<file path="src/rtl/mem_wb_pkg.sv">
// rtl/mem_wb_pkg.sv - shared state encoding, access-size constants and alignment helpers
package mem_wb_pkg;

  typedef enum logic [1:0] {
    ST_EMPTY = 2'd0,
    ST_REQ   = 2'd1,
    ST_WAIT  = 2'd2,
    ST_DONE  = 2'd3
  } wb_state_e;

  // funct3[1:0] selects the access size, funct3[2] selects zero-extension
  localparam logic [1:0] SZ_B = 2'b00;
  localparam logic [1:0] SZ_H = 2'b01;
  localparam logic [1:0] SZ_W = 2'b10;
  localparam logic [1:0] SZ_D = 2'b11;

  function automatic logic is_misaligned(input logic [1:0] size, input logic [2:0] addr_lo,
                                         input logic has_dword);
    case (size)
      SZ_B:    return 1'b0;
      SZ_H:    return addr_lo[0];
      SZ_W:    return addr_lo[1:0] != 2'b00;
      default: return !has_dword || (addr_lo != 3'b000);
    endcase
  endfunction

  function automatic logic [7:0] size_mask(input logic [1:0] size);
    case (size)
      SZ_B:    return 8'h01;
      SZ_H:    return 8'h03;
      SZ_W:    return 8'h0F;
      default: return 8'hFF;
    endcase
  endfunction

endpackage

</file>
<file path="src/rtl/mem_writeback_stage_if.sv">
// rtl/mem_writeback_stage_if.sv - data-memory request/response bus
interface mem_writeback_stage_if #(
  parameter int ADDR_WIDTH = 32,
  parameter int DATA_WIDTH = 32
);
  localparam int STRB_WIDTH = DATA_WIDTH / 8;

  logic                  mem_req_valid;
  logic                  mem_req_ready;
  logic                  mem_req_write;
  logic [ADDR_WIDTH-1:0] mem_req_addr;
  logic [DATA_WIDTH-1:0] mem_req_wdata;
  logic [STRB_WIDTH-1:0] mem_req_strb;
  logic                  mem_resp_valid;
  logic [DATA_WIDTH-1:0] mem_resp_rdata;

  modport master (
    output mem_req_valid, mem_req_write, mem_req_addr, mem_req_wdata, mem_req_strb,
    input  mem_req_ready, mem_resp_valid, mem_resp_rdata
  );

  modport slave (
    input  mem_req_valid, mem_req_write, mem_req_addr, mem_req_wdata, mem_req_strb,
    output mem_req_ready, mem_resp_valid, mem_resp_rdata
  );
endinterface

</file>
<file path="src/rtl/load_align_extend.sv">
// rtl/load_align_extend.sv - selects the addressed lane of a load word and sign/zero-extends it
module load_align_extend
  import mem_wb_pkg::*;
#(
  parameter  int DATA_WIDTH = 32,
  localparam int LANE_W     = $clog2(DATA_WIDTH / 8)
) (
  input  logic [DATA_WIDTH-1:0] i_rdata,
  input  logic [LANE_W-1:0]     i_lane,
  input  logic [2:0]            i_funct3,
  output logic [DATA_WIDTH-1:0] o_data
);

  logic [DATA_WIDTH-1:0] w_shifted;

  assign w_shifted = i_rdata >> {i_lane, 3'b000};

  always_comb begin
    o_data = w_shifted;
    case (i_funct3[1:0])
      SZ_B: begin
        if (i_funct3[2]) o_data = DATA_WIDTH'(w_shifted[7:0]);
        else             o_data = DATA_WIDTH'($signed(w_shifted[7:0]));
      end
      SZ_H: begin
        if (i_funct3[2]) o_data = DATA_WIDTH'(w_shifted[15:0]);
        else             o_data = DATA_WIDTH'($signed(w_shifted[15:0]));
      end
      SZ_W: begin
        if (i_funct3[2]) o_data = DATA_WIDTH'(w_shifted[31:0]);
        else             o_data = DATA_WIDTH'($signed(w_shifted[31:0]));
      end
      default: o_data = w_shifted;
    endcase
  end

endmodule

</file>
<file path="src/rtl/mem_writeback_stage.sv">
// rtl/mem_writeback_stage.sv - final pipeline stage: data-memory access, load extension, register commit
module mem_writeback_stage
  import mem_wb_pkg::*;
#(
  parameter  int ADDR_WIDTH    = 32,
  parameter  int DATA_WIDTH    = 32,
  parameter  int NUM_REGISTERS = 32,
  localparam int STRB_WIDTH    = DATA_WIDTH / 8,
  localparam int REG_IDX_W     = $clog2(NUM_REGISTERS)
) (
  input  logic                  clk,
  input  logic                  rst_n,
  input  logic                  prev_done,
  output logic                  stall_prev,
  input  logic                  next_stall,
  output logic                  done_next,
  input  logic [ADDR_WIDTH-1:0] program_count_in,
  input  logic                  load_in,
  input  logic                  store_in,
  input  logic                  write_enable_in,
  input  logic [2:0]            funct3_in,
  input  logic [REG_IDX_W-1:0]  write_register_in,
  input  logic [DATA_WIDTH-1:0] result_data_in,
  input  logic [DATA_WIDTH-1:0] store_data_in,
  mem_writeback_stage_if.master mem,
  output logic                  write_activate,
  output logic [REG_IDX_W-1:0]  write_register,
  output logic [DATA_WIDTH-1:0] write_data,
  output logic                  fwd_valid,
  output logic [REG_IDX_W-1:0]  fwd_register,
  output logic [DATA_WIDTH-1:0] fwd_data,
  output logic                  exception_valid,
  output logic [ADDR_WIDTH-1:0] program_count_out
);

  localparam int LANE_W = $clog2(STRB_WIDTH);

  wb_state_e             r_state, w_state_next, w_cap_state;
  logic [ADDR_WIDTH-1:0] r_pc;
  logic [REG_IDX_W-1:0]  r_rd;
  logic                  r_we, r_load, r_store, r_exc;
  logic [2:0]            r_funct3;
  logic [LANE_W-1:0]     r_lane;
  logic [DATA_WIDTH-1:0] r_result;
  logic [ADDR_WIDTH-1:0] r_req_addr;
  logic [DATA_WIDTH-1:0] r_req_wdata;
  logic [STRB_WIDTH-1:0] r_req_strb;

  logic                  w_capture, w_mem, w_mis;
  logic [LANE_W-1:0]     w_lane_in;
  logic [STRB_WIDTH-1:0] w_size_strb;
  logic [DATA_WIDTH-1:0] w_byte_mask, w_load_data;

  assign stall_prev = !rst_n || (r_state != ST_EMPTY && !(r_state == ST_DONE && !next_stall));
  assign w_capture  = prev_done && !stall_prev;
  assign w_mem      = load_in || store_in;
  assign w_mis      = w_mem && is_misaligned(funct3_in[1:0], result_data_in[2:0], DATA_WIDTH == 64);
  assign w_cap_state = (!w_mem || w_mis) ? ST_DONE : ST_REQ;
  assign w_lane_in  = result_data_in[LANE_W-1:0];
  assign w_size_strb = STRB_WIDTH'(size_mask(funct3_in[1:0]));

  always_comb begin
    w_byte_mask = '0;
    for (int i = 0; i < STRB_WIDTH; i++) w_byte_mask[8*i +: 8] = {8{w_size_strb[i]}};
  end

  always_ff @(posedge clk or negedge rst_n) begin
    if (!rst_n) r_state <= ST_EMPTY;
    else        r_state <= w_state_next;
  end

  always_comb begin
    w_state_next = r_state;
    case (r_state)
      ST_EMPTY: if (w_capture) w_state_next = w_cap_state;
      ST_REQ:   if (mem.mem_req_ready) w_state_next = ST_WAIT;
      ST_WAIT:  if (mem.mem_resp_valid) w_state_next = ST_DONE;
      ST_DONE:  if (!next_stall) w_state_next = w_capture ? w_cap_state : ST_EMPTY;
      default:  w_state_next = ST_EMPTY;
    endcase
  end

  // Request fields are registered at capture so they stay stable across any ready delay
  always_ff @(posedge clk or negedge rst_n) begin
    if (!rst_n) begin
      r_pc        <= '0;
      r_rd        <= '0;
      r_we        <= 1'b0;
      r_load      <= 1'b0;
      r_store     <= 1'b0;
      r_exc       <= 1'b0;
      r_funct3    <= '0;
      r_lane      <= '0;
      r_result    <= '0;
      r_req_addr  <= '0;
      r_req_wdata <= '0;
      r_req_strb  <= '0;
    end else if (w_capture) begin
      r_pc        <= program_count_in;
      r_rd        <= write_register_in;
      r_we        <= write_enable_in && !store_in;
      r_load      <= load_in;
      r_store     <= store_in;
      r_exc       <= w_mis;
      r_funct3    <= funct3_in;
      r_lane      <= w_lane_in;
      r_result    <= result_data_in;
      r_req_addr  <= {result_data_in[ADDR_WIDTH-1:LANE_W], {LANE_W{1'b0}}};
      r_req_wdata <= (store_data_in & w_byte_mask) << {w_lane_in, 3'b000};
      r_req_strb  <= w_size_strb << w_lane_in;
    end else if (r_state == ST_WAIT && mem.mem_resp_valid && r_load) begin
      r_result    <= w_load_data;
    end
  end

  load_align_extend #(.DATA_WIDTH(DATA_WIDTH)) u_align (
    .i_rdata  (mem.mem_resp_rdata),
    .i_lane   (r_lane),
    .i_funct3 (r_funct3),
    .o_data   (w_load_data)
  );

  assign mem.mem_req_valid = (r_state == ST_REQ);
  assign mem.mem_req_write = (r_state == ST_REQ) && r_store;
  assign mem.mem_req_addr  = r_req_addr;
  assign mem.mem_req_wdata = r_req_wdata;
  assign mem.mem_req_strb  = r_req_strb;

  assign done_next         = (r_state == ST_DONE);
  assign exception_valid   = (r_state == ST_DONE) && r_exc;
  assign write_activate    = (r_state == ST_DONE) && !next_stall && r_we && (r_rd != '0) && !r_exc;
  assign write_register    = r_rd;
  assign write_data        = r_result;
  assign fwd_valid         = r_we && (r_rd != '0) &&
                             ((r_state == ST_DONE) ||
                              ((r_state == ST_REQ || r_state == ST_WAIT) && !r_load));
  assign fwd_register      = r_rd;
  assign fwd_data          = r_result;
  assign program_count_out = r_pc;

endmodule
</file>
<file path="src/flat_wrapper.sv">
// flat-port wrapper written by rule: the top's interface ports become plain ports
module mem_writeback_stage_flat import mem_wb_pkg::*;
#(
  parameter  int ADDR_WIDTH    = 32,
  parameter  int DATA_WIDTH    = 32,
  parameter  int NUM_REGISTERS = 32,
  localparam int STRB_WIDTH    = DATA_WIDTH / 8,
  localparam int REG_IDX_W     = $clog2(NUM_REGISTERS)
)
  (clk, rst_n, prev_done, stall_prev, next_stall, done_next, program_count_in, load_in, store_in, write_enable_in, funct3_in, write_register_in, result_data_in, store_data_in, write_activate, write_register, write_data, fwd_valid, fwd_register, fwd_data, exception_valid, program_count_out, mem_mem_req_valid, mem_mem_req_write, mem_mem_req_addr, mem_mem_req_wdata, mem_mem_req_strb, mem_mem_req_ready, mem_mem_resp_valid, mem_mem_resp_rdata);
  mem_writeback_stage_if #(.ADDR_WIDTH(ADDR_WIDTH), .DATA_WIDTH(DATA_WIDTH)) mem_i ();
  input  logic clk;
  input  logic rst_n;
  input  logic prev_done;
  output logic stall_prev;
  input  logic next_stall;
  output logic done_next;
  input  logic [ADDR_WIDTH-1:0] program_count_in;
  input  logic load_in;
  input  logic store_in;
  input  logic write_enable_in;
  input  logic [2:0] funct3_in;
  input  logic [REG_IDX_W-1:0] write_register_in;
  input  logic [DATA_WIDTH-1:0] result_data_in;
  input  logic [DATA_WIDTH-1:0] store_data_in;
  output logic write_activate;
  output logic [REG_IDX_W-1:0] write_register;
  output logic [DATA_WIDTH-1:0] write_data;
  output logic fwd_valid;
  output logic [REG_IDX_W-1:0] fwd_register;
  output logic [DATA_WIDTH-1:0] fwd_data;
  output logic exception_valid;
  output logic [ADDR_WIDTH-1:0] program_count_out;
  output wire logic [$bits(mem_i.mem_req_valid)-1:0] mem_mem_req_valid;
  output wire logic [$bits(mem_i.mem_req_write)-1:0] mem_mem_req_write;
  output wire logic [$bits(mem_i.mem_req_addr)-1:0] mem_mem_req_addr;
  output wire logic [$bits(mem_i.mem_req_wdata)-1:0] mem_mem_req_wdata;
  output wire logic [$bits(mem_i.mem_req_strb)-1:0] mem_mem_req_strb;
  input wire logic [$bits(mem_i.mem_req_ready)-1:0] mem_mem_req_ready;
  input wire logic [$bits(mem_i.mem_resp_valid)-1:0] mem_mem_resp_valid;
  input wire logic [$bits(mem_i.mem_resp_rdata)-1:0] mem_mem_resp_rdata;
  assign mem_mem_req_valid = mem_i.mem_req_valid;
  assign mem_mem_req_write = mem_i.mem_req_write;
  assign mem_mem_req_addr = mem_i.mem_req_addr;
  assign mem_mem_req_wdata = mem_i.mem_req_wdata;
  assign mem_mem_req_strb = mem_i.mem_req_strb;
  assign mem_i.mem_req_ready = mem_mem_req_ready;
  assign mem_i.mem_resp_valid = mem_mem_resp_valid;
  assign mem_i.mem_resp_rdata = mem_mem_resp_rdata;
  mem_writeback_stage #(.ADDR_WIDTH(ADDR_WIDTH), .DATA_WIDTH(DATA_WIDTH), .NUM_REGISTERS(NUM_REGISTERS)) u_core (.clk(clk), .rst_n(rst_n), .prev_done(prev_done), .stall_prev(stall_prev), .next_stall(next_stall), .done_next(done_next), .program_count_in(program_count_in), .load_in(load_in), .store_in(store_in), .write_enable_in(write_enable_in), .funct3_in(funct3_in), .write_register_in(write_register_in), .result_data_in(result_data_in), .store_data_in(store_data_in), .mem(mem_i), .write_activate(write_activate), .write_register(write_register), .write_data(write_data), .fwd_valid(fwd_valid), .fwd_register(fwd_register), .fwd_data(fwd_data), .exception_valid(exception_valid), .program_count_out(program_count_out));
endmodule
</file>
<file path="config.mk">
export PLATFORM = sky130hd
export DESIGN_NAME = mem_writeback_stage_flat
export DESIGN_NICKNAME = d
export VERILOG_FILES = /design/src/rtl/mem_wb_pkg.sv /design/src/rtl/mem_writeback_stage_if.sv /design/src/rtl/load_align_extend.sv /design/src/rtl/mem_writeback_stage.sv /design/src/flat_wrapper.sv
export SDC_FILE = /design/constraint.sdc
export NUM_CORES = 1
export LEC_CHECK = 0
export ABC_AREA = 1
export ABC_CLOCK_PERIOD_IN_PS = 1820
export CORE_MARGIN = 2
export CORE_UTILIZATION = 39
export DETAILED_ROUTE_END_ITERATION = 12
export PLACE_DENSITY_LB_ADDON = 0.05
export SYNTH_ARGS = -nofsm -noshare
export SYNTH_HDL_FRONTEND = slang
export SYNTH_SLANG_ARGS = --single-unit
export TNS_END_PERCENT = 100
</file>
<file path="constraint.sdc">
create_clock -name clk -period 1.82 [get_ports clk]
set_clock_uncertainty 0.15 [all_clocks]
set_input_delay 0.273 -clock clk [delete_from_list [all_inputs] [get_ports clk]]
set_output_delay 0.273 -clock clk [all_outputs]
set_load 0.005 [all_outputs]
</file>
==> Yosys cells after proc, flatten, opt, wreduce, memory -nomap -nowiden <==
Index checks and enable logic that the tools add are counted.
Widths: inputs -> output; s select.
{ "classes": {"n_reduce_logical": 36, "muxes": 14, "eq_ne": 10, "bitwise_logic": 1, "n_shift": 3} }
{ "op_table": {"columns": ["cell", "count"], "rows": [
  ["$mux 32", 4],
  ["$pmux 32 s2", 1],
  ["$and 32x32->32", 1],
  ["$shl 32x5->32", 1],
  ["$shr 32x5->32", 1],
  ["$logic_and 1x1->1", 15],
  ["$mux 2", 6],
  ["$pmux 4 s3", 1],
  ["$logic_not 1->1", 8],
  ["$pmux 2 s4", 1],
  ["$eq 2x1->1 const B", 3],
  ["$eq 2x2->1 const B", 3],
  ["$logic_not 2->1", 3],
  ["$reduce_bool 2->1", 3],
  ["$logic_or 1x1->1", 5],
  ["$reduce_bool 5->1", 1],
  ["$ne 2x1->1 const B", 2],
  ["$ne 2x2->1 const B", 2],
  ["$reduce_and 4->1", 1],
  ["$shl 4x2->4", 1],
  ["$pmux 1 s3", 1]
]} }
{ "word_totals": {"register_bits": 146, "output_inout_bits": 181, "in_bits": 145} }

==> Logic depth before layout (Yosys ltp) <==
Gate-level depths: netlist of the first run.
{ "depth": {"ltp_word": 10, "ltp_mapped": 11} }

==> Modules after synthesis <==
Synthesis of the first run repeated with hierarchy kept, for this count alone.
{ "unflattened": {"hier_cells": 1029, "area_unflattened_um2": 7932.6} }
{ "modules_own_cells": {"columns": ["mod", "cells_per_inst", "n_inst", "area_each_um2"], "rows": [
  ["mem_writeback_stage", 856, 1, 7038.0],
  ["load_align_extend", 173, 1, 894.6]
]} }

==> Least setup slack after synthesis of the first run <==
Ideal clock, no wire load.
{ "synth_timing": {"path_type": "reg-to-reg", "start": "register u_core.r_state[0]", "end": "register u_core.r_pc[0], in the netlist u_core.program_count_out[0]", "path_stages_with_launch": 9, "required_time_ns": 1.604, "setup_ns": 0.066, "t_arrival_ns": 1.516, "n_path_buf": 2, "setup_slack_ns": 0.088, "synth_period_minus_slack_ns": 1.732, "cell_sequence": "dfrtp_1 -> ha_1 -> nand2_1 -> nand2_2 -> nand3_4 -> buf_4 -> clkbuf_1 -> nand2_1 -> nand2_1"} }
{ "synth_between": {"elab_chain_cells": 7, "elab_cells_between_ends": 8, "cone_classes": "eq/ne: 1; reduce/logical: 7"} }
{ "synth_rtl": {"columns": ["item", "line", "source"], "rows": [
  ["start: declaration", "mem_writeback_stage.sv:38", "wb_state_e r_state, w_state_next, w_cap_state;"],
  ["start signal: assignment", "mem_writeback_stage.sv:69", "else r_state <= w_state_next;"],
  ["$eq 2x2->1", null, null],
  ["net done_next", "flat_wrapper.sv:17", "output logic done_next;"],
  ["$logic_and 1x1->1", "mem_writeback_stage.sv:54", "assign stall_prev = !rst_n || (r_state != ST_EMPTY && !(r_state == ST_DONE && !next_stall));"],
  ["$logic_not 1->1", "mem_writeback_stage.sv:54", null],
  ["$logic_and 1x1->1", "mem_writeback_stage.sv:54", null],
  ["$logic_or 1x1->1", "mem_writeback_stage.sv:54", null],
  ["$logic_not 1->1", "mem_writeback_stage.sv:55", "assign w_capture = prev_done && !stall_prev;"],
  ["$logic_and 1x1->1", "mem_writeback_stage.sv:55", null],
  ["end signal: assignment", "mem_writeback_stage.sv:99", "r_pc <= program_count_in;"],
  ["end: declaration", "mem_writeback_stage.sv:39", "logic [ADDR_WIDTH-1:0] r_pc;"]
]} }
The timed path passes the listed nets, and every way through them passes these cells.
A chain may end at the register's enable or synchronous reset.

==> Worst setup path after layout of the first run <==
{ "layout_timing": {"start": "register u_core.r_state[1]", "end": "output fwd_valid"} }
{ "layout_between": {"elab_chain_cells": 5, "elab_cells_between_ends": 7, "cone_classes": "eq/ne: 3; reduce/logical: 4"} }
{ "layout_rtl": {"columns": ["item", "line", "source"], "rows": [
  ["$eq 2x1->1 or $eq 2x2->1 (tied branches)", "mem_writeback_stage.sv:136", "((r_state == ST_REQ || r_state == ST_WAIT) && !r_load));"],
  ["$logic_or 1x1->1", "mem_writeback_stage.sv:136", null],
  ["$logic_and 1x1->1", "mem_writeback_stage.sv:136", null],
  ["$logic_or 1x1->1 *", "mem_writeback_stage.sv:135", "((r_state == ST_DONE) ||"],
  ["$logic_and 1x1->1 *", "mem_writeback_stage.sv:134", "assign fwd_valid = r_we && (r_rd != '0) &&"],
  ["end: declaration", "flat_wrapper.sv:29", "output logic fwd_valid;"]
]} }
Every way passes the cells marked *; elsewhere a longest branch is shown, timed or not.

==> results.toml, run 1 <==
[finish]
syn2layout_area_growth_pct = 78.4
ff_latch_area_sq_mm = 0.00366
final_area_sq_mm = 0.0133
num_antenna_cells = 0
drive_above_1_share = 0.252
fin_nets = 1502
multi_input_area_sq_mm = 0.00372
nFillCells = 1484
instances_no_fill = 1599

[detailed_routing]
avgRoutedWirePerCell_um = 17.5
drcViolationCount = 0
routed-via-count = 8030
drt_first_pass_iters = 5
wirelength_mm = 28.0
via_per_inst = 5.02
first_iter_violations = 564
ant_nets = 0

[critical_path]
required_ns = 1.40
end_kind = "output pin"
rr_worst_depth = 11
cp_data_arrival_time_ns = 1.47
ff2ff_setup_slack_ns = -0.06
crit_type = "register to output pin"
setup.worst_path.start_class = "register"
critPathMaxFanout = 3

[synthesis]
ys_seq_elements = 146
post-synth-top-count-cell = "nand2_1"
syn_inst = 985
syn_area_sq_mm = 0.00747
synth.avg_cell_area_sq_um = 7.59
ys.flop_type = "dfrtp_1"
ys_warn_count = 0
synth_edf_count = 0
async_flop_share = 1.00
yosysTopAreaCell = "dfrtp_1"
ys_seq_area_frac = 0.489
synth_common_cells = "380 x nand2_1, 146 x dfrtp_1, 73 x inv_1"
synth_area_leaders = "dfrtp_1 49%, nand2_1 19%, buf_4 4.7%"
yosysTopAreaCellShare = 0.489
synth.distinct_cells = 32

[place]
place_area_sq_mm = 0.0111
place_ws_ns = -0.165
place.gp.congestion = 0.887
io_buffers = 323
placed_cells = 1520
dpl.hpwl_mm = 18.5

[global_route]
grt_overflow = 0
grt_pass1_wl_mm = 39.5
grt_max_degree = 147
antenna_found_initial = 0
track_usage = 0.248
grt_pass1_vias = 7585

[power]
swShare = 0.360
internal_power_w = 0.0134
p_switching_w = 0.00753
p_comb_frac = 0.531
clkPwrFrac = 0.187
p_per_area_mw_per_mm2 = 1570
max-vdd-ir-drop_mv = 0.823
seqPwrFrac = 0.282
p_leak_nw = 6.69

[clocking]
cts_tree = "done"
numCtsBuffers = 17
clkTransAtPathRegs_ns = 0.07
cts_sinks = 146
htreeDepth = 4
clockRootBuffer = "clkbuf_16"
clk_path_buf_depth = 2
insertion_delay_ns = 0.42

[min_path]
hold_class = "input pin to register"
whs_path_depth = 3

[floorplan]
die_w_um = 142
die-area_sq_mm = 0.0203
initial_core_util = 0.398
io-pin-count = 326
core_sq_mm = 0.0188
die_y_um = 142
row_count = 50

[timing]
hold_violations = 0
finalSetupViolCount = 37
fin_ws_ns = -0.0769
rsz0062_at_grt = "yes"
finalHoldWorstSlack_ns = 0.223
tightestPinTransition_ns = 0.870
slew_viol_final = 0
period_share = 1.04
min_period_ns = 1.90
fmax_mhz = 527
slew_headroom = 0.420

[status]
status = "finished with violations"
violations = "negative setup slack"

[job]
maxCapViolations = 0
==> layout by cell type (no fill, tap or decap), types with 12 or more instances in the layout <==
cell / netlist / routed
buf_12: 0 / 16
dlymetal6s2s_1: 0 / 13
nand3_1: 70 / 50
clkbuf_16: 0 / 30
inv_1: 73 / 61
dfrtp_1: 146 / 143
inv_2: 4 / 12
a21oi_2: 0 / 14
buf_6: 3 / 19
nand2_1: 380 / 274
nand2_2: 2 / 73
buf_4: 47 / 54
o21ai_1: 31 / 31
nand3_2: 2 / 20
nand2_4: 1 / 36
a21oi_1: 39 / 25
o21ai_0: 58 / 44
nor2_1: 49 / 48
clkdlybuf4s50_1: 0 / 295
o21ai_2: 0 / 12
==> state kept, by name (all words and copies together), names as in the netlist, 2 cells and up <==
name                      count
u_core.program_count_out     32
u_core.mem.mem_req_strb       4
u_core.fwd_data              32
u_core.r_lane                 2
u_core.r_state                2
u_core.r_funct3               3
u_core.mem.mem_req_addr      30
u_core.fwd_register           5
u_core.mem.mem_req_wdata     32
==> worst paths after layout <==
path                                                            endpoint                               startpoint
worst max-delay path                                           fwd_valid            u_core.r_state[1]$_DFFE_PN0P_
worst min-delay path            u_core.program_count_out[10]$_DFFE_PN0P_                     program_count_in[10]
worst max register to register   u_core.mem.mem_req_wdata[7]$_DFFE_PN0P_            u_core.r_state[1]$_DFFE_PN0P_
worst min register to register   u_core.mem.mem_req_addr[13]$_DFFE_PN0P_  u_core.mem.mem_req_addr[13]$_DFFE_PN0P_
max in group asynchronous                 u_core.fwd_data[1]$_DFFE_PN0P_                                    rst_n
min in group asynchronous        u_core.mem.mem_req_addr[19]$_DFFE_PN0P_                                    rst_n
==> critical path, stage by stage, from the launching register on <==
cell and delay (ns):
dfrtp_2 0.45, ha_4 0.19, buf_6 0.12, a21oi_2 0.11, nor2_1 0.06, buf_2 0.12
==> power groups by stage <==
| stage | Sequential (W) | Clock, W | Combinational [W] |
|---|---|---|---|
| 2_1_floorplan | 0.00578 | 0 | 0.00424 |
| 3_3_place_gp | 0.00582 | 0 | 0.00942 |
| 3_5_place_dp | 0.00582 | 0 | 0.00951 |
| 4_1_cts | 0.00583 | 0.00396 | 0.00981 |
| 5_1_grt | 0.00611 | 0.00410 | 0.0122 |
| 6_report | 0.00591 | 0.00391 | 0.0111 |
==> final cells by class <==
| class | count | area share |
|---|---|---|
| tap | 234 | 0.0220 |
| multi-input combinational | 672 | 0.279 |
| timing repair buffer | 437 | 0.352 |
| clock buffer | 19 | 0.0340 |
| sequential | 146 | 0.274 |
| inverter | 78 | 0.0237 |
| clock inverter | 13 | 0.0149 |
==> metrics by stage <==
step	power, W	TNS [ns]	utilization
after floorplan	0.0100	0	-
after global placement	0.0152	-7.54	0.593
after detailed placement	0.0153	-9.74	0.593
after CTS	0.0196	-1.76	0.640
after global routing	0.0224	-7.19	0.710
final	0.0209	-1.13	0.710
==> kinds of logic after synthesis <==
group	Yosys count	share of synthesized area
AOI/OAI and AO/OA	153	0.109
adders and majority gates	5	0.00837
buffers and inverters	169	0.117
DFF	146	0.489
other	1	0.000502
and+or+nand+nor	511	0.276
==> per-layer routing <==
layer,vias up,GRT usage,part of all wire
met5,-,0,0
met4,0,0.0745,0.023
met3,42,0.0663,0.074
met2,304,0.418,0.50
met1,3841,0.314,0.40
li1,3843,-,-
==> repair_timing <==
| item | 4_1_cts | 5_1_grt |
|---|---|---|
| cloned | 1 | 21 |
| gates resized for setup | 65 | 264 |
| endpoints found under the hold margin | 146 | 0 |
| pin swaps | 11 | 50 |
| buffers inserted | 18 | 12 |
| setup endpoints to repair | 114 | 162 |
| hold buffers | 1 | 0 |
(Power assumes the default switching activity.)
==> run 2, diff against run 1 <==
--- a/config.mk
+++ b/config.mk
@@ -10,6 +10,7 @@
 export CORE_MARGIN = 2
 export CORE_UTILIZATION = 39
 export DETAILED_ROUTE_END_ITERATION = 12
+export GPL_TIMING_DRIVEN = 0
 export PLACE_DENSITY_LB_ADDON = 0.05
 export SYNTH_ARGS = -nofsm -noshare
 export SYNTH_HDL_FRONTEND = slang
==> run 2 against run 1 <==
Compared with the run above:
- the run ends with negative hold slack, negative setup slack left
- design area shrank 7.4%
- largest power group unchanged
- maximum frequency decreased by 4.8%
- critical path depth increased by 5
- wire length shrank 2.1%
- highest routed layer unchanged
- total power fell by 4.1%
- critical path type is now register to register
- combinational power down 6%
==> results.toml, run 2 (same netlist as run 1, synthesis figures left out) <==
[power]
p_comb_frac = 0.518
internal_power_w = 0.0129
clkPwrFrac = 0.191
p_total_w = 0.0201
swShare = 0.360
p_per_area_mw_per_mm2 = 1630
p_leak_nw = 6.18
max-vdd-ir-drop_mv = 0.801
seqPwrFrac = 0.291
p_switching_w = 0.00723

[detailed_routing]
ant_nets = 0
drcViolationCount = 0
first_iter_violations = 508
avgRoutedWirePerCell_um = 17.0
wirelength_mm = 27.4
drt_first_pass_iters = 5
routed-via-count = 7905
via_per_inst = 4.89

[global_route]
grt_pass1_wl_mm = 41.0
grt_pass1_vias = 7735
grt_max_degree = 84
grt_overflow = 0
antenna_found_initial = 0
track_usage = 0.262

[critical_path]
crit_type = "register to register"
end_kind = "register"
setup.worst_path.start_class = "register"
critPathMaxFanout = 6
cp_data_arrival_time_ns = 2.19
required_ns = 2.01

[finish]
syn2layout_area_growth_pct = 65.2
nFillCells = 1622
drive_above_1_share = 0.165
num_antenna_cells = 0
fin_nets = 1518
final_core_util = 0.658
final_common_cell = "nand2_1"
final_cell_mix = "367 x nand2_1, 271 x clkdlybuf4s50_1, 143 x dfrtp_1"

[clocking]
cts_sinks = 146
insertion_delay_ns = 0.43
clockRootBuffer = "clkbuf_16"
numCtsBuffers = 17
htreeDepth = 4
clk_path_buf_depth = 2
cts_tree = "done"
clkTransAtPathRegs_ns = 0.07

[job]
maxCapViolations = 0

[place]
place_ws_ns = -0.359
place.gp.congestion = 0.908
io_buffers = 322
dpl.hpwl_mm = 19.9

[min_path]
hold_class = "input pin to asynchronous set/reset pin"

[timing]
slew_viol_final = 0
period_share = 1.09
tightestPinTransition_ns = 0.674
fmax_mhz = 502
finalHoldWorstSlack_ns = -0.296
slew_headroom = 0.551
min_period_ns = 1.99
rsz0062_at_grt = "yes"
finalSetupViolCount = 138
fin_ws_ns = -0.172
hold_violations = 63

[floorplan]
initial_core_util = 0.398
die_w_um = 142
die-area_sq_mm = 0.0203
io-pin-count = 326
die_y_um = 142
core_sq_mm = 0.0188
row_count = 50

[status]
status = "finished with violations"
violations = "negative hold slack, negative setup slack"
## run 2: path summary, 6_finish.rpt
path	start	end	slack, ns	cells after the start
hold / removal	rst_n	u_core.mem.mem_req_addr[22]$_DFFE_PN0P_	-0.30	1
min in group clk	result_data_in[0]	u_core.mem.mem_req_strb[0]$_DFFE_PN0P_	0.09	2
max in group asynchronous	rst_n	u_core.fwd_register[4]$_DFFE_PN0P_	0.93	2
setup reg to reg	u_core.r_state[1]$_DFFE_PN0P_	u_core.mem.mem_req_wdata[26]$_DFFE_PN0P_	-0.17	10
setup / recovery	u_core.r_state[1]$_DFFE_PN0P_	u_core.mem.mem_req_wdata[26]$_DFFE_PN0P_	-0.17	10
hold reg to reg	u_core.mem.mem_req_wdata[3]$_DFFE_PN0P_	u_core.mem.mem_req_wdata[3]$_DFFE_PN0P_	0.33	2
## run 2: repair_timing
item / CTS / global route
pin swaps: 10 / 11
buffers inserted: 26 / 9
gates resized for setup: 101 / 95
gates cloned: 2 / 5
endpoints found under the setup margin: 188 / 170
endpoints found under the hold margin: 63 / 63
## run 2: per-stage QoR
stage	std cells	instance area, sq um	TNS (ns)
floorplan	986	7480	0
global placement	1542	11000	-1778.29
detailed placement	1543	11000	-32.94
CTS	1601	12000	-7.10
global route	1615	12300	-24.29
finish	1615	12300	-12.85
## run 2: worst max-delay path, stage by stage, from the launching register on
cell,delay (ns)
dfrtp_2,0.41
buf_12,0.11
ha_4,0.16
nand2_4,0.08
nand2_8,0.10
nand3_4,0.15
buf_12,0.21
inv_8,0.08
buf_12,0.15
nand2_4,0.10
o211ai_1,0.19
## run 2: layout make-up
class,count,area (sq um),share of cell area
plain buffers,89,697,0.0565
clock buffers,18,429,0.0348
clock inverters,14,200,0.0162
inverters,78,313,0.0253
multi-input cells,673,3170,0.257
flip-flops and latches,146,3660,0.296
well taps,234,293,0.0237
repair buffers,363,3590,0.291
## run 2: routing by layer
layer / up-vias / track usage / wire, um
met2: 309 / 0.440 / 13200
li1: 3872 / - / -
met1: 3669 / 0.321 / 11300
met4: 0 / 0.0980 / 882
met5: - / 0 / 0
met3: 55 / 0.0767 / 2060
## run 2: power groups by stage
stage          Clock (W)  Sequential [W]  Combinational (W)
6_report         0.00384         0.00584             0.0104
5_1_grt          0.00401         0.00602             0.0114
4_1_cts          0.00386         0.00582            0.00994
3_5_place_dp           0         0.00585            0.00955
3_3_place_gp           0         0.00585            0.00942
2_1_floorplan          0         0.00578            0.00424
==> run 3, diff against run 2 <==
--- a/config.mk
+++ b/config.mk
@@ -10,8 +10,7 @@
 export CORE_MARGIN = 2
 export CORE_UTILIZATION = 39
 export DETAILED_ROUTE_END_ITERATION = 12
-export GPL_TIMING_DRIVEN = 0
-export PLACE_DENSITY_LB_ADDON = 0.05
+export PLACE_DENSITY = 0.79
 export SYNTH_ARGS = -nofsm -noshare
 export SYNTH_HDL_FRONTEND = slang
 export SYNTH_SLANG_ARGS = --single-unit
==> run 3 against run 2 <==
Compared with the run above:
- largest cell class unchanged
- wire length increased by 0.96%
- maximum frequency grew 3.1%
- register-to-register slack gained 0.06 ns
- sequential power rose by 1%
- the run ends with negative setup slack left
- highest routed layer is now met5
- total power fell by 1.1%
- utilization increased by 1.8 points
- largest power group unchanged
- cell count decreased by 1.6%
==> results.toml, run 3 (same netlist as run 1, synthesis figures left out) <==
[finish]
nFillCells = 1502
multi_input_area_sq_mm = 0.00338
final_cell_mix = "349 x nand2_1, 297 x clkdlybuf4s50_1, 144 x dfrtp_1"
drive_above_1_share = 0.189
ff_latch_area_sq_mm = 0.00366
fin_nets = 1492
final_common_cell = "nand2_1"
syn2layout_area_growth_pct = 69.6
final_core_util = 0.675
num_antenna_cells = 0
instances_no_fill = 1589

[detailed_routing]
drcViolationCount = 0
drt_first_pass_iters = 5
ant_nets = 0
routed-via-count = 8119
avgRoutedWirePerCell_um = 17.4
wirelength_mm = 27.7
first_iter_violations = 529
via_per_inst = 5.11

[timing]
min_period_ns = 1.93
rsz0062_at_grt = "yes"
period_share = 1.06
finalSetupViolCount = 88
finalHoldWorstSlack_ns = 0.229
hold_violations = 0
slew_headroom = 0.404
fmax_mhz = 518
slew_viol_final = 0
tightestPinTransition_ns = 0.894
fin_ws_ns = -0.112

[clocking]
clkTransAtPathRegs_ns = 0.07
htreeDepth = 4
insertion_delay_ns = 0.42
clockRootBuffer = "clkbuf_16"
cts_sinks = 146
clk_path_buf_depth = 2
cts_tree = "done"
numCtsBuffers = 17

[place]
dpl.hpwl_mm = 19.0
place.gp.congestion = 0.921
placed_cells = 1518
place_ws_ns = -0.226
io_buffers = 323

[floorplan]
die_w_um = 142
initial_core_util = 0.398
die_y_um = 142
core_sq_mm = 0.0188
row_count = 50
io-pin-count = 326
die-area_sq_mm = 0.0203

[status]
violations = "negative setup slack"
status = "finished with violations"

[global_route]
grt_pass1_wl_mm = 39.6
grt_pass1_vias = 7466
track_usage = 0.252
grt_overflow = 0
grt_max_degree = 147
antenna_found_initial = 1

[power]
p_leak_nw = 6.33
p_per_area_mw_per_mm2 = 1570
max-vdd-ir-drop_mv = 0.768

[critical_path]
crit_type = "register to register"
end_kind = "register"
critPathMaxFanout = 7
cp_data_arrival_time_ns = 2.13
required_ns = 2.02
setup.worst_path.start_class = "register"

[job]
maxCapViolations = 0

[min_path]
hold_class = "input pin to register"
-- run 3: changes by cell type in the layout (fill, tap and decap cells not counted), sizes merged, moves of 3 or more --
cell | previous run | this run
dlymetal6s2s | 4 | 11
bufinv | 4 | 1
clkbuf | 38 | 29
dlygate4sd2 | 32 | 7
clkdlybuf4s50 | 271 | 297
clkinvlp | 3 | 6
buf | 125 | 99
inv | 82 | 85
-- run 3: layout make-up --
class | count | area share
flip-flops and latches | 146 | 0.288
multi-input cells | 671 | 0.266
clock inverters | 15 | 0.0115
repair inverters | 1 | 0.000494
clock buffers | 17 | 0.0336
inverters | 78 | 0.0244
well taps | 234 | 0.0231
repair buffers | 427 | 0.352
-- run 3: final timing paths --
kind,from,cells after the start,to,slack (ns)
worst max register to register,u_core.r_state[1]$_DFFE_PN0P_,12,u_core.fwd_data[30]$_DFFE_PN0P_,-0.11
worst max-delay path,u_core.r_state[1]$_DFFE_PN0P_,12,u_core.fwd_data[30]$_DFFE_PN0P_,-0.11
min in group asynchronous,rst_n,3,u_core.fwd_data[8]$_DFFE_PN0P_,0.40
worst min register to register,u_core.program_count_out[17]$_DFFE_PN0P_,2,u_core.program_count_out[17]$_DFFE_PN0P_,0.33
worst min-delay path,program_count_in[10],3,u_core.program_count_out[10]$_DFFE_PN0P_,0.23
max in group asynchronous,rst_n,3,u_core.fwd_data[1]$_DFFE_PN0P_,0.31
-- run 3: layer usage --
| metal | global-route usage | wire [um] | vias up |
|---|---|---|---|
| met5 | 0 | 13 | - |
| met4 | 0.0917 | 749 | 2 |
| met3 | 0.0683 | 2080 | 61 |
| met2 | 0.418 | 13900 | 403 |
| met1 | 0.317 | 11000 | 3845 |
| li1 | - | - | 3808 |
-- run 3: report_power, final --
part / switching, W / leakage (nW) / internal (W) / total, W
logic: 0.00462 / 4.25 / 0.00586 / 0.0105
clock network: 0.00154 / 0.266 / 0.00192 / 0.00346
registers: 0.00116 / 1.81 / 0.00476 / 0.00592
-- run 3: critical path: stages (launching register included) --
cell and delay [ns]:
dfrtp_2 0.45, ha_4 0.18, buf_6 0.12, nand2_4 0.07
nand2_4 0.06, nand3_4 0.08, buf_12 0.15, nand2_4 0.07
buf_6 0.12, buf_4 0.15, o21ai_1 0.09, inv_1 0.07
a21oi_2 0.11
-- run 3: metrics by stage --
| step | instance area [sq um] | setup TNS [ns] | power [W] |
|---|---|---|---|
| 2_1_floorplan | 7480 | 0 | 0.0100 |
| 3_3_place_gp | 11100 | -11.63 | 0.0151 |
| 3_5_place_dp | 11100 | -15.38 | 0.0152 |
| 4_1_cts | 11800 | -3.98 | 0.0190 |
| 5_1_grt | 12700 | -9.26 | 0.0211 |
| 6_report | 12700 | -3.82 | 0.0199 |
-- run 3: timing repair --
action / 4_1_cts / 5_1_grt
hold buffers: 1 / 0
cloned: 1 / 14
pin swaps: 12 / 27
gates resized for setup: 62 / 133
hold endpoints to repair: 146 / 0
setup endpoints to repair: 85 / 163
buffers inserted: 6 / 19
